**src/rtl/mul_div_unit_if.sv**
```systemverilog
// mul_div_unit_if
// Request/result bundle between the execute-stage controller and the
// iterative multiply/divide unit.
//   master: controller side, drives start/op/a/b and the MTHI/MTLO strobes,
//           observes busy/done/hi/lo
//   slave : mul_div_unit side
// Ports carried:
//   start, op[1:0], a, b         operation request and operands
//   wr_hi, wr_lo, wr_data        MTHI/MTLO writes
//   busy, done, hi, lo           status and architectural HI/LO
interface mul_div_unit_if #(
  parameter int WIDTH = 32
);
  logic             start;
  logic [1:0]       op;
  logic [WIDTH-1:0] a;
  logic [WIDTH-1:0] b;
  logic             wr_hi;
  logic             wr_lo;
  logic [WIDTH-1:0] wr_data;
  logic             busy;
  logic             done;
  logic [WIDTH-1:0] hi;
  logic [WIDTH-1:0] lo;

  modport master (
    output start, op, a, b, wr_hi, wr_lo, wr_data,
    input  busy, done, hi, lo
  );

  modport slave (
    input  start, op, a, b, wr_hi, wr_lo, wr_data,
    output busy, done, hi, lo
  );
endinterface

```
**src/rtl/mul_div_unit.sv**
```systemverilog
// mul_div_unit
// Iterative MIPS32 multiply/divide unit with architectural HI/LO registers.
// MULT/MULTU use shift-add, DIV/DIVU use restoring division; both take
// WIDTH CALC cycles plus one FIX cycle, so done rises WIDTH+2 cycles after
// start regardless of operands.
// Ports:
//   clk    rising-edge clock
//   rst_n  synchronous active-low reset
//   bus    mul_div_unit_if.slave (start/op/a/b, wr_hi/wr_lo/wr_data,
//          busy/done/hi/lo)
// Configuration:
//   MDU_DIV_EN  when defined the divider datapath is built; otherwise
//               DIV/DIVU keep the same timing but write hi=0, lo=0.
module mul_div_unit #(
  parameter int WIDTH = 32
) (
  input logic           clk,
  input logic           rst_n,
  mul_div_unit_if.slave bus
);

  localparam int CW = $clog2(WIDTH) + 1;

  typedef enum logic [1:0] {
    IDLE,
    CALC,
    FIX
  } state_t;

  state_t state;
  state_t state_next;

  logic [CW-1:0]      count;
  logic               is_div;
  logic               neg_res;
  logic [WIDTH-1:0]   opnd;
  logic [2*WIDTH-1:0] acc;
  logic [WIDTH-1:0]   hi_q;
  logic [WIDTH-1:0]   lo_q;
  logic               done_q;

  // Operand conditioning at capture time: signed ops work on magnitudes
  // and remember the signs for the FIX cycle.
  logic             is_signed;
  logic             sign_a;
  logic             sign_b;
  logic [WIDTH-1:0] abs_a;
  logic [WIDTH-1:0] abs_b;

  assign is_signed = ~bus.op[0];
  assign sign_a    = is_signed & bus.a[WIDTH-1];
  assign sign_b    = is_signed & bus.b[WIDTH-1];
  assign abs_a     = sign_a ? -bus.a : bus.a;
  assign abs_b     = sign_b ? -bus.b : bus.b;

  // Multiply step: acc = {partial product, remaining multiplier bits}.
  // The carry out of the add lands in the top bit after the right shift.
  logic [WIDTH:0]     mul_sum;
  logic [2*WIDTH-1:0] product;

  assign mul_sum = {1'b0, acc[2*WIDTH-1:WIDTH]} + (acc[0] ? {1'b0, opnd} : '0);
  assign product = neg_res ? -acc : acc;

`ifdef MDU_DIV_EN
  // Restoring divide: acc[WIDTH-1:0] starts as the dividend and fills with
  // quotient bits from the right; the shifted partial remainder is WIDTH+1
  // bits wide for the trial subtract, the stored remainder fits in WIDTH.
  logic             neg_rem;
  logic             div_zero;
  logic [WIDTH-1:0] rem;
  logic [WIDTH:0]   div_shift;
  logic             div_ge;
  logic [WIDTH-1:0] div_rem_next;

  assign div_shift    = {rem, acc[WIDTH-1]};
  assign div_ge       = div_shift >= {1'b0, opnd};
  assign div_rem_next = div_ge ? (div_shift[WIDTH-1:0] - opnd) : div_shift[WIDTH-1:0];
`endif

  // Result selection for the FIX write-back.
  logic [WIDTH-1:0] fix_hi;
  logic [WIDTH-1:0] fix_lo;

  always_comb begin
    fix_hi = product[2*WIDTH-1:WIDTH];
    fix_lo = product[WIDTH-1:0];
    if (is_div) begin
`ifdef MDU_DIV_EN
      // Divide by zero leaves the remainder equal to |a|, so restoring its
      // sign reproduces the original dividend; the quotient is forced to
      // all-ones instead of being sign-corrected.
      fix_hi = neg_rem ? -rem : rem;
      fix_lo = div_zero ? '1 : (neg_res ? -acc[WIDTH-1:0] : acc[WIDTH-1:0]);
`else
      fix_hi = '0;
      fix_lo = '0;
`endif
    end
  end

  // State register.
  always_ff @(posedge clk) begin
    if (!rst_n) begin
      state <= IDLE;
    end else begin
      state <= state_next;
    end
  end

  // Next-state logic; CALC runs exactly WIDTH cycles.
  always_comb begin
    state_next = state;
    case (state)
      IDLE: if (bus.start) state_next = CALC;
      CALC: if (count == CW'(WIDTH - 1)) state_next = FIX;
      FIX:  state_next = IDLE;
      default: state_next = IDLE;
    endcase
  end

  // Datapath and HI/LO registers. In IDLE a start takes priority over the
  // MTHI/MTLO strobes, which are dropped in that case.
  always_ff @(posedge clk) begin
    if (!rst_n) begin
      count   <= '0;
      is_div  <= 1'b0;
      neg_res <= 1'b0;
      opnd    <= '0;
      acc     <= '0;
      hi_q    <= '0;
      lo_q    <= '0;
      done_q  <= 1'b0;
`ifdef MDU_DIV_EN
      neg_rem  <= 1'b0;
      div_zero <= 1'b0;
      rem      <= '0;
`endif
    end else begin
      done_q <= (state == FIX);
      case (state)
        IDLE: begin
          if (bus.start) begin
            count   <= '0;
            is_div  <= bus.op[1];
            neg_res <= sign_a ^ sign_b;
            opnd    <= bus.op[1] ? abs_b : abs_a;
            acc     <= {{WIDTH{1'b0}}, (bus.op[1] ? abs_a : abs_b)};
`ifdef MDU_DIV_EN
            neg_rem  <= sign_a;
            div_zero <= (bus.b == '0);
            rem      <= '0;
`endif
          end else begin
            if (bus.wr_hi) hi_q <= bus.wr_data;
            if (bus.wr_lo) lo_q <= bus.wr_data;
          end
        end
        CALC: begin
          count <= count + 1'b1;
`ifdef MDU_DIV_EN
          if (is_div) begin
            rem             <= div_rem_next;
            acc[WIDTH-1:0]  <= {acc[WIDTH-2:0], div_ge};
          end else begin
            acc <= {mul_sum, acc[WIDTH-1:1]};
          end
`else
          acc <= {mul_sum, acc[WIDTH-1:1]};
`endif
        end
        FIX: begin
          hi_q <= fix_hi;
          lo_q <= fix_lo;
        end
        default: ;
      endcase
    end
  end

  assign bus.busy = (state != IDLE);
  assign bus.done = done_q;
  assign bus.hi   = hi_q;
  assign bus.lo   = lo_q;

endmodule

```
**src/flat_wrapper.sv**
```systemverilog
// flat-port wrapper written by rule: the top's interface ports become plain ports
module mul_div_unit_flat 
#(
  parameter int WIDTH = 32
)
  (clk, rst_n, bus_start, bus_op, bus_a, bus_b, bus_wr_hi, bus_wr_lo, bus_wr_data, bus_busy, bus_done, bus_hi, bus_lo);
  mul_div_unit_if #(.WIDTH(WIDTH)) bus_i ();
  input logic clk;
  input logic rst_n;
  input wire logic [$bits(bus_i.start)-1:0] bus_start;
  input wire logic [$bits(bus_i.op)-1:0] bus_op;
  input wire logic [$bits(bus_i.a)-1:0] bus_a;
  input wire logic [$bits(bus_i.b)-1:0] bus_b;
  input wire logic [$bits(bus_i.wr_hi)-1:0] bus_wr_hi;
  input wire logic [$bits(bus_i.wr_lo)-1:0] bus_wr_lo;
  input wire logic [$bits(bus_i.wr_data)-1:0] bus_wr_data;
  output wire logic [$bits(bus_i.busy)-1:0] bus_busy;
  output wire logic [$bits(bus_i.done)-1:0] bus_done;
  output wire logic [$bits(bus_i.hi)-1:0] bus_hi;
  output wire logic [$bits(bus_i.lo)-1:0] bus_lo;
  assign bus_i.start = bus_start;
  assign bus_i.op = bus_op;
  assign bus_i.a = bus_a;
  assign bus_i.b = bus_b;
  assign bus_i.wr_hi = bus_wr_hi;
  assign bus_i.wr_lo = bus_wr_lo;
  assign bus_i.wr_data = bus_wr_data;
  assign bus_busy = bus_i.busy;
  assign bus_done = bus_i.done;
  assign bus_hi = bus_i.hi;
  assign bus_lo = bus_i.lo;
  mul_div_unit #(.WIDTH(WIDTH)) u_core (.clk(clk), .rst_n(rst_n), .bus(bus_i));
endmodule
```
**config.mk**
```make
export PLATFORM = sky130hd
export DESIGN_NAME = mul_div_unit_flat
export DESIGN_NICKNAME = d
export VERILOG_FILES = /design/src/rtl/mul_div_unit_if.sv /design/src/rtl/mul_div_unit.sv /design/src/flat_wrapper.sv
export SDC_FILE = /design/constraint.sdc
export NUM_CORES = 1
export LEC_CHECK = 0
export CAP_MARGIN = 0
export CORE_ASPECT_RATIO = 0.75
export CORE_MARGIN = 3
export CORE_UTILIZATION = 40
export DETAILED_ROUTE_END_ITERATION = 6
export HOLD_SLACK_MARGIN = 0.15
export PLACE_DENSITY = 0.59
export SETUP_SLACK_MARGIN = 0.5
export SYNTH_ARGS = -nofsm -noshare
export SYNTH_HDL_FRONTEND = slang
export SYNTH_SLANG_ARGS = --single-unit
export TNS_END_PERCENT = 1
```
**constraint.sdc**
```tcl
create_clock -name clk -period 4 [get_ports clk]
set_clock_uncertainty 0.05 [all_clocks]
set_input_delay 0.8 -clock clk [delete_from_list [all_inputs] [get_ports clk]]
set_output_delay 0.8 -clock clk [all_outputs]
set_load 0.01 [all_outputs]
```
# --- Word level (Yosys, flattened, before mapping) ---
# Index checks and enable logic that the tools add are counted.
op_classes:
  add_sub_neg: 5
  n_reduce_logical: 9
  muxes: 21
  bitwise: 4
  eq_ne: 8
ops:
  columns: ["operator", "n"]
  rows:
  - ["$mux 32", 11]
  - ["$mux 64", 2]
  - ["$pmux 32 s2", 2]
  - ["$pmux 64 s2", 1]
  - ["$neg 32->32", 2]
  - ["$neg 64->64", 1]
  - ["$add 32x33->33", 1]
  - ["$pmux 6 s2", 1]
  - ["$ne 2x2->1 const B", 4]
  - ["$add 6x1->6 const B", 1]
  - ["$eq 6x5->1 const B", 1]
  - ["$mux 6", 1]
  - ["$reduce_and 2->1", 3]
  - ["$reduce_and 3->1", 2]
  - ["$reduce_bool 2->1", 3]
  - ["$mux 2", 2]
  - ["$pmux 2 s2", 1]
  - ["$and 1x1->1", 2]
  - ["$eq 2x1->1 const B", 1]
  - ["$eq 2x2->1 const B", 1]
  - ["$logic_not 2->1", 1]
  - ["$ne 2x1->1 const B", 1]
  - ["$not 1->1", 1]
  - ["$xor 1x1->1", 1]
word_totals:
  ff_bits: 171
  in_bits: 103
  out_inout_bits: 66
  word_cells: 56

# --- Logic depth before layout (Yosys ltp) ---
logic_depth:
  depth_word: 6
  ltp_mapped: 14
  ltp_nobuf: 12

# --- Least setup slack after synthesis ---
# OpenSTA, ideal clock, no wires.
synth_timing:
  path_type: "reg2reg"
  from: "register u_core.acc[0]"
  to: "register u_core.acc[59]"
  setup_slack_ps: 618
  t_required_ps: 3833
  period_less_slack_ps: 3382
  arrival_time_ps: 3214
  setup_time_ps: 117
  stages_incl_launch_ff: 15
  path_buffers: 2
  path_cell_list: "dfxtp_1 clkbuf_1 clkbuf_1 and2_1 ha_1 inv_1 fa_1 nand2b_1 a21oi_1 o31ai_1 a211oi_1 a21oi_1 o211ai_1 nand3_1 a32o_1"
synth_between:
  elab_chain_len: 3
synth_rtl:
  columns: ["item", "line_no", "source"]
  rows:
  - ["start, declared", "mul_div_unit.sv:37", "logic [2*WIDTH-1:0] acc;"]
  - ["start signal, assigned", "mul_div_unit.sv:147", "acc <= {{WIDTH{1'b0}}, (bus.op[1] ? abs_a : abs_b)};"]
  - ["start signal, assigned", "mul_div_unit.sv:168", "acc <= {mul_sum, acc[WIDTH-1:1]};"]
  - ["$mux 32", "mul_div_unit.sv:61", "assign mul_sum = {1'b0, acc[2*WIDTH-1:WIDTH]} + (acc[0] ? {1'b0, opnd} : '0);"]
  - ["$add 32x33->33", "mul_div_unit.sv:61", null]
  - ["$pmux 64 s2", "mul_div_unit.sv:140", "case (state)"]
# Every way passes these cells.
# A chain may end at the register's enable or synchronous reset.

# --- Final worst setup path ---
layout_timing:
  from: "input port bus_a[8]"
  to: "register u_core.acc[31]"
layout_between:
  elab_chain_len: 5
layout_rtl:
  columns: ["item", "line_no", "source"]
  rows:
  - ["start, declared", "flat_wrapper.sv:12", "input wire logic [$bits(bus_i.a)-1:0] bus_a;"]
  - ["$neg 32->32", "mul_div_unit.sv:53", "assign abs_a = sign_a ? -bus.a : bus.a;"]
  - ["$mux 32", "mul_div_unit.sv:53", null]
  - ["$mux 32", "mul_div_unit.sv:147", null]
  - ["$mux 64", "mul_div_unit.sv:142", "if (bus.start) begin"]
  - ["$pmux 64 s2", "mul_div_unit.sv:140", null]
# Every way passes these cells. The select of a mux whose other input is x is not followed.

==> summary.md <==
| Metric | Value |
|---|---|
| Worst EP arrival | 3.69 ns |
| Reg power frac | 40.0% |
| PwrDens | 335.4 mW/mm² |
| # diodes | 0 |
| Global route total overflow | 0 |
| Vias per cell | 5.895 |
| Main synth FF type | dfxtp_1 |
| PortBufs | 168 |
| First-pass GRT wire length | 64670 µm |
| Cells after Synth | 1525 |
| Distinct cells, synth | 71 |
| Final hold viol count | 0 |
| Capture point of the worst reg-to-reg path | u_core.acc[49]$_SDFFE_PN0P_ |
| Share of post-route cells with drive strength above 1 | 6.987% |
| Syn Area/Cell | 7.611 µm² |
| Area grow syn2layout | 22.99% |
| FF+latch count, synth | 171 |
| HPWL Detailed | 32500 µm |
| Multi-input logic area | 0.007742 mm² |
| NetSw | 1.516 mW |
| Drt total wl | 42490 µm |
| Initial Util | 40.99% |
| Power, Total | 4.788 mW |
| 1st-iter DRT viols | 1235 |
| Final Max Slew Viols | 0 |
| ANT nets after route | 0 |
| Setup violators final | 0 |
| Syn nets | 1665 |
| Post-CTS Repair Setup Buffers | 0 |
| Clock sinks | 171 |
| Hold Path Depth | 2 |
| Switching Fraction | 31.67% |
| Critical path class | primary input to flip-flop |
| Die area | 0.03112 mm² |
| CP required | 4.28 ns |
| Synth top area cells | dfxtp_1 (29%), xnor2_1 (7.2%), nand2_1 (5.8%) |
| H-tree depth | 4 |
| Worst hold start | u_core.opnd[1]$_SDFFE_PN0P_ |
| Register area share after synthesis | 29.49% |
| Total GRT Usage | 26.31% |
| Clk Tree Root Cell | clkbuf_16 |
| Drt first pass iters | 6 |
| Final Net Count | 1773 |
| Async S/R FF share, synth | 0% |
| Non-Filler Instances | 2031 |
| CP cell instances | clkdlybuf4s50_1 > or4_4 > or4_1 > nor4_4 > nand2_1 > nor3_1 > o21a_1 > mux2i_1 > a221oi_1 |
| Die X | 202.7 µm |
| Hold Path End | u_core.opnd[1]$_SDFFE_PN0P_ |
| Leak pwr | 5.312 nW |
| Post-synth EDFFs | 0 |
| Startpoint Class | primary input |
| Die H | 153.5 µm |
| Worst Hold Class | flip-flop to flip-flop |
| FF-to-FF setup slack | 0.70 ns |
| Max_cap viols | 0 |
| Register area | 0.003425 mm² |
| Min Clock Period, post-route | 3.418 ns |
| Post-route DRC | 0 |
| Fillers | 2773 |
| I/O pins | 169 |
| Antenna violations before repair | 0 |
| Largest net degree at the start of global routing | 65 |
| Most frequent cells after synthesis | nand2_1 (180), dfxtp_1 (171), nor2_1 (142) |
| Outcome | complete, no violations |
| Slew headroom | 35.36% |
| Row count | 53 |
| Fmax achieved | 0.2926 GHz |
| Int Pwr | 3.272 mW |
| Clock Latency Late Sink | 0.45 ns |
| Vias in the first global route | 10660 |
| TritonCTS Buffers | 17 |
| Worst-path maximum fanout | 6 |
| Worst Hold Slack | 0.4014 ns |
| Reg2reg path depth | 12 |
| CTS tree | built |
| Slew @ Worst Pin | 0.9685 ns |
| R2R Path Start | u_core.acc[0]$_SDFFE_PN0P_ |
| Post-Syn Area | 0.01161 mm² |
| Fin crit share | 85.45% |
| Yosys warns | 0 |
| VDD IR max | 284.3 µV |
| Cell total after placement | 1999 |
| Comb pwr share | 21.7% |
| CP max stage delay | 0.61 ns |
| Worst-path clk slew | 0.07 ns |
| Maximum buffer depth of the clock tree | 2 |
| Area leader, netlist | dfxtp_1 |
| Crit. End Element | flip-flop |
| Core footprint | 0.02832 mm² |
| Most frequent cell after synthesis | nand2_1 |
| WL per Instance | 20.92 µm |
| Slowest cell on crit path | or4_1 |
| TNS Setup | 0 ns |
| Total number of vias | 11970 |
| RSZ-0062 raised after global routing | true |
| Post-synth top area share | 29.49% |
| Placer congestion estimate | 0.9334 |
| Clock network fraction of total power | 38.3% |
[sequential cells by signal, indices dropped and copies added (netlist names)]
name             count
u_core.count         6
u_core.bus.done      1
u_core.bus.hi       32
u_core.acc          64
u_core.neg_res       1
u_core.opnd         32
u_core.is_div        1
u_core.state         2
u_core.bus.lo       32
[power groups by stage]
stage / Sequential (mW) / Clock [mW] / Combinational [mW]
finish: 1.92 / 1.83 / 1.04
global route: 1.93 / 1.92 / 1.13
CTS: 1.91 / 1.85 / 1.03
detailed placement: 1.95 / 0 / 1.03
global placement: 1.95 / 0 / 1.01
floorplan: 1.92 / 0 / 0.586
[layer usage]
metal	track usage, %	up-vias	wire length (µm)
li1	-	5767	-
met1	41.09	5674	20850
met2	36.58	492	17270
met3	5.503	39	3716
met4	5.902	0	650
met5	0	-	0
[cell families after synthesis]
| logic type | after synthesis | synth area share [%] |
|---|---|---|
| compound gates | 502 | 27.83 |
| xor+xnor | 140 | 10.63 |
| fa+ha+maj | 37 | 4.053 |
| buf+inv | 130 | 4.290 |
| flops | 171 | 29.49 |
| mux | 22 | 1.897 |
| simple gates | 523 | 21.81 |
[timing repair]
action,in CTS,in global routing
gates resized for setup,0,3
setup endpoints to repair,0,10
hold buffers,0,0
[critical path, delay by kind of cell]
kind,cells,cell delay [ns]
AO/OA/AOI/OAI,2,0.51
buffers and inverters,1,0.46
multiplexers,1,0.07
AND/OR/NAND/NOR,5,1.85
[metrics by stage]
step / instance area [µm²] / setup slack, ns / util [%]
2_1_floorplan: 11610 / 0.6185 / -
3_3_place_gp: 13610 / 0.1868 / 48.08
3_5_place_dp: 13610 / 0.1457 / 48.08
4_1_cts: 14260 / 0.5597 / 50.35
5_1_grt: 14280 / 0.4371 / 50.42
6_report: 14280 / 0.5820 / 50.42
[cell usage in the layout (no fill, tap or decap), types with 8 or more instances in the layout]
cell type / n
or3_1: 17
o22ai_1: 12
o41ai_1: 14
nand2b_1: 11
a31oi_1: 38
a21o_1: 18
nor3_1: 22
xor2_1: 43
o21a_1: 9
clkdlybuf4s50_1: 166
clkbuf_16: 17
xnor2_1: 96
a21oi_1: 122
mux2i_1: 22
dfxtp_1: 170
nor4_1: 8
a211oi_1: 10
a222oi_1: 18
nand2_1: 180
and2_1: 34
a221oi_1: 11
buf_4: 28
ha_1: 36
or2_2: 12
or4_1: 10
nand3_1: 42
inv_1: 21
o211ai_1: 18
o31ai_1: 28
o21ai_0: 132
nor2_1: 138
a22oi_1: 25
[cell type report]
cell class / instances / area share [%]
clock buffers: 18 / 3.076
clock inverters: 14 / 1.429
inverters: 22 / 0.5784
multi-input cells: 1224 / 54.23
flip-flops and latches: 171 / 23.99
well taps: 385 / 3.374
repair buffers: 197 / 13.32
[worst max path at each step]
stage                          startpoint                     endpoint  slack, ns  cells after the start
2_1_floorplan  u_core.acc[0]$_SDFFE_PN0P_  u_core.acc[59]$_SDFFE_PN0P_       0.62                     14
3_3_place_gp                     bus_a[8]  u_core.acc[18]$_SDFFE_PN0P_       0.19                      9
3_5_place_dp                     bus_a[8]  u_core.acc[18]$_SDFFE_PN0P_       0.15                      9
4_1_cts        u_core.acc[0]$_SDFFE_PN0P_  u_core.acc[49]$_SDFFE_PN0P_       0.56                     12
5_1_grt                          bus_a[8]  u_core.acc[31]$_SDFFE_PN0P_       0.44                      9
6_report                         bus_a[8]  u_core.acc[31]$_SDFFE_PN0P_       0.58                      9
Note: power is estimated with default switching activity, not from simulation.
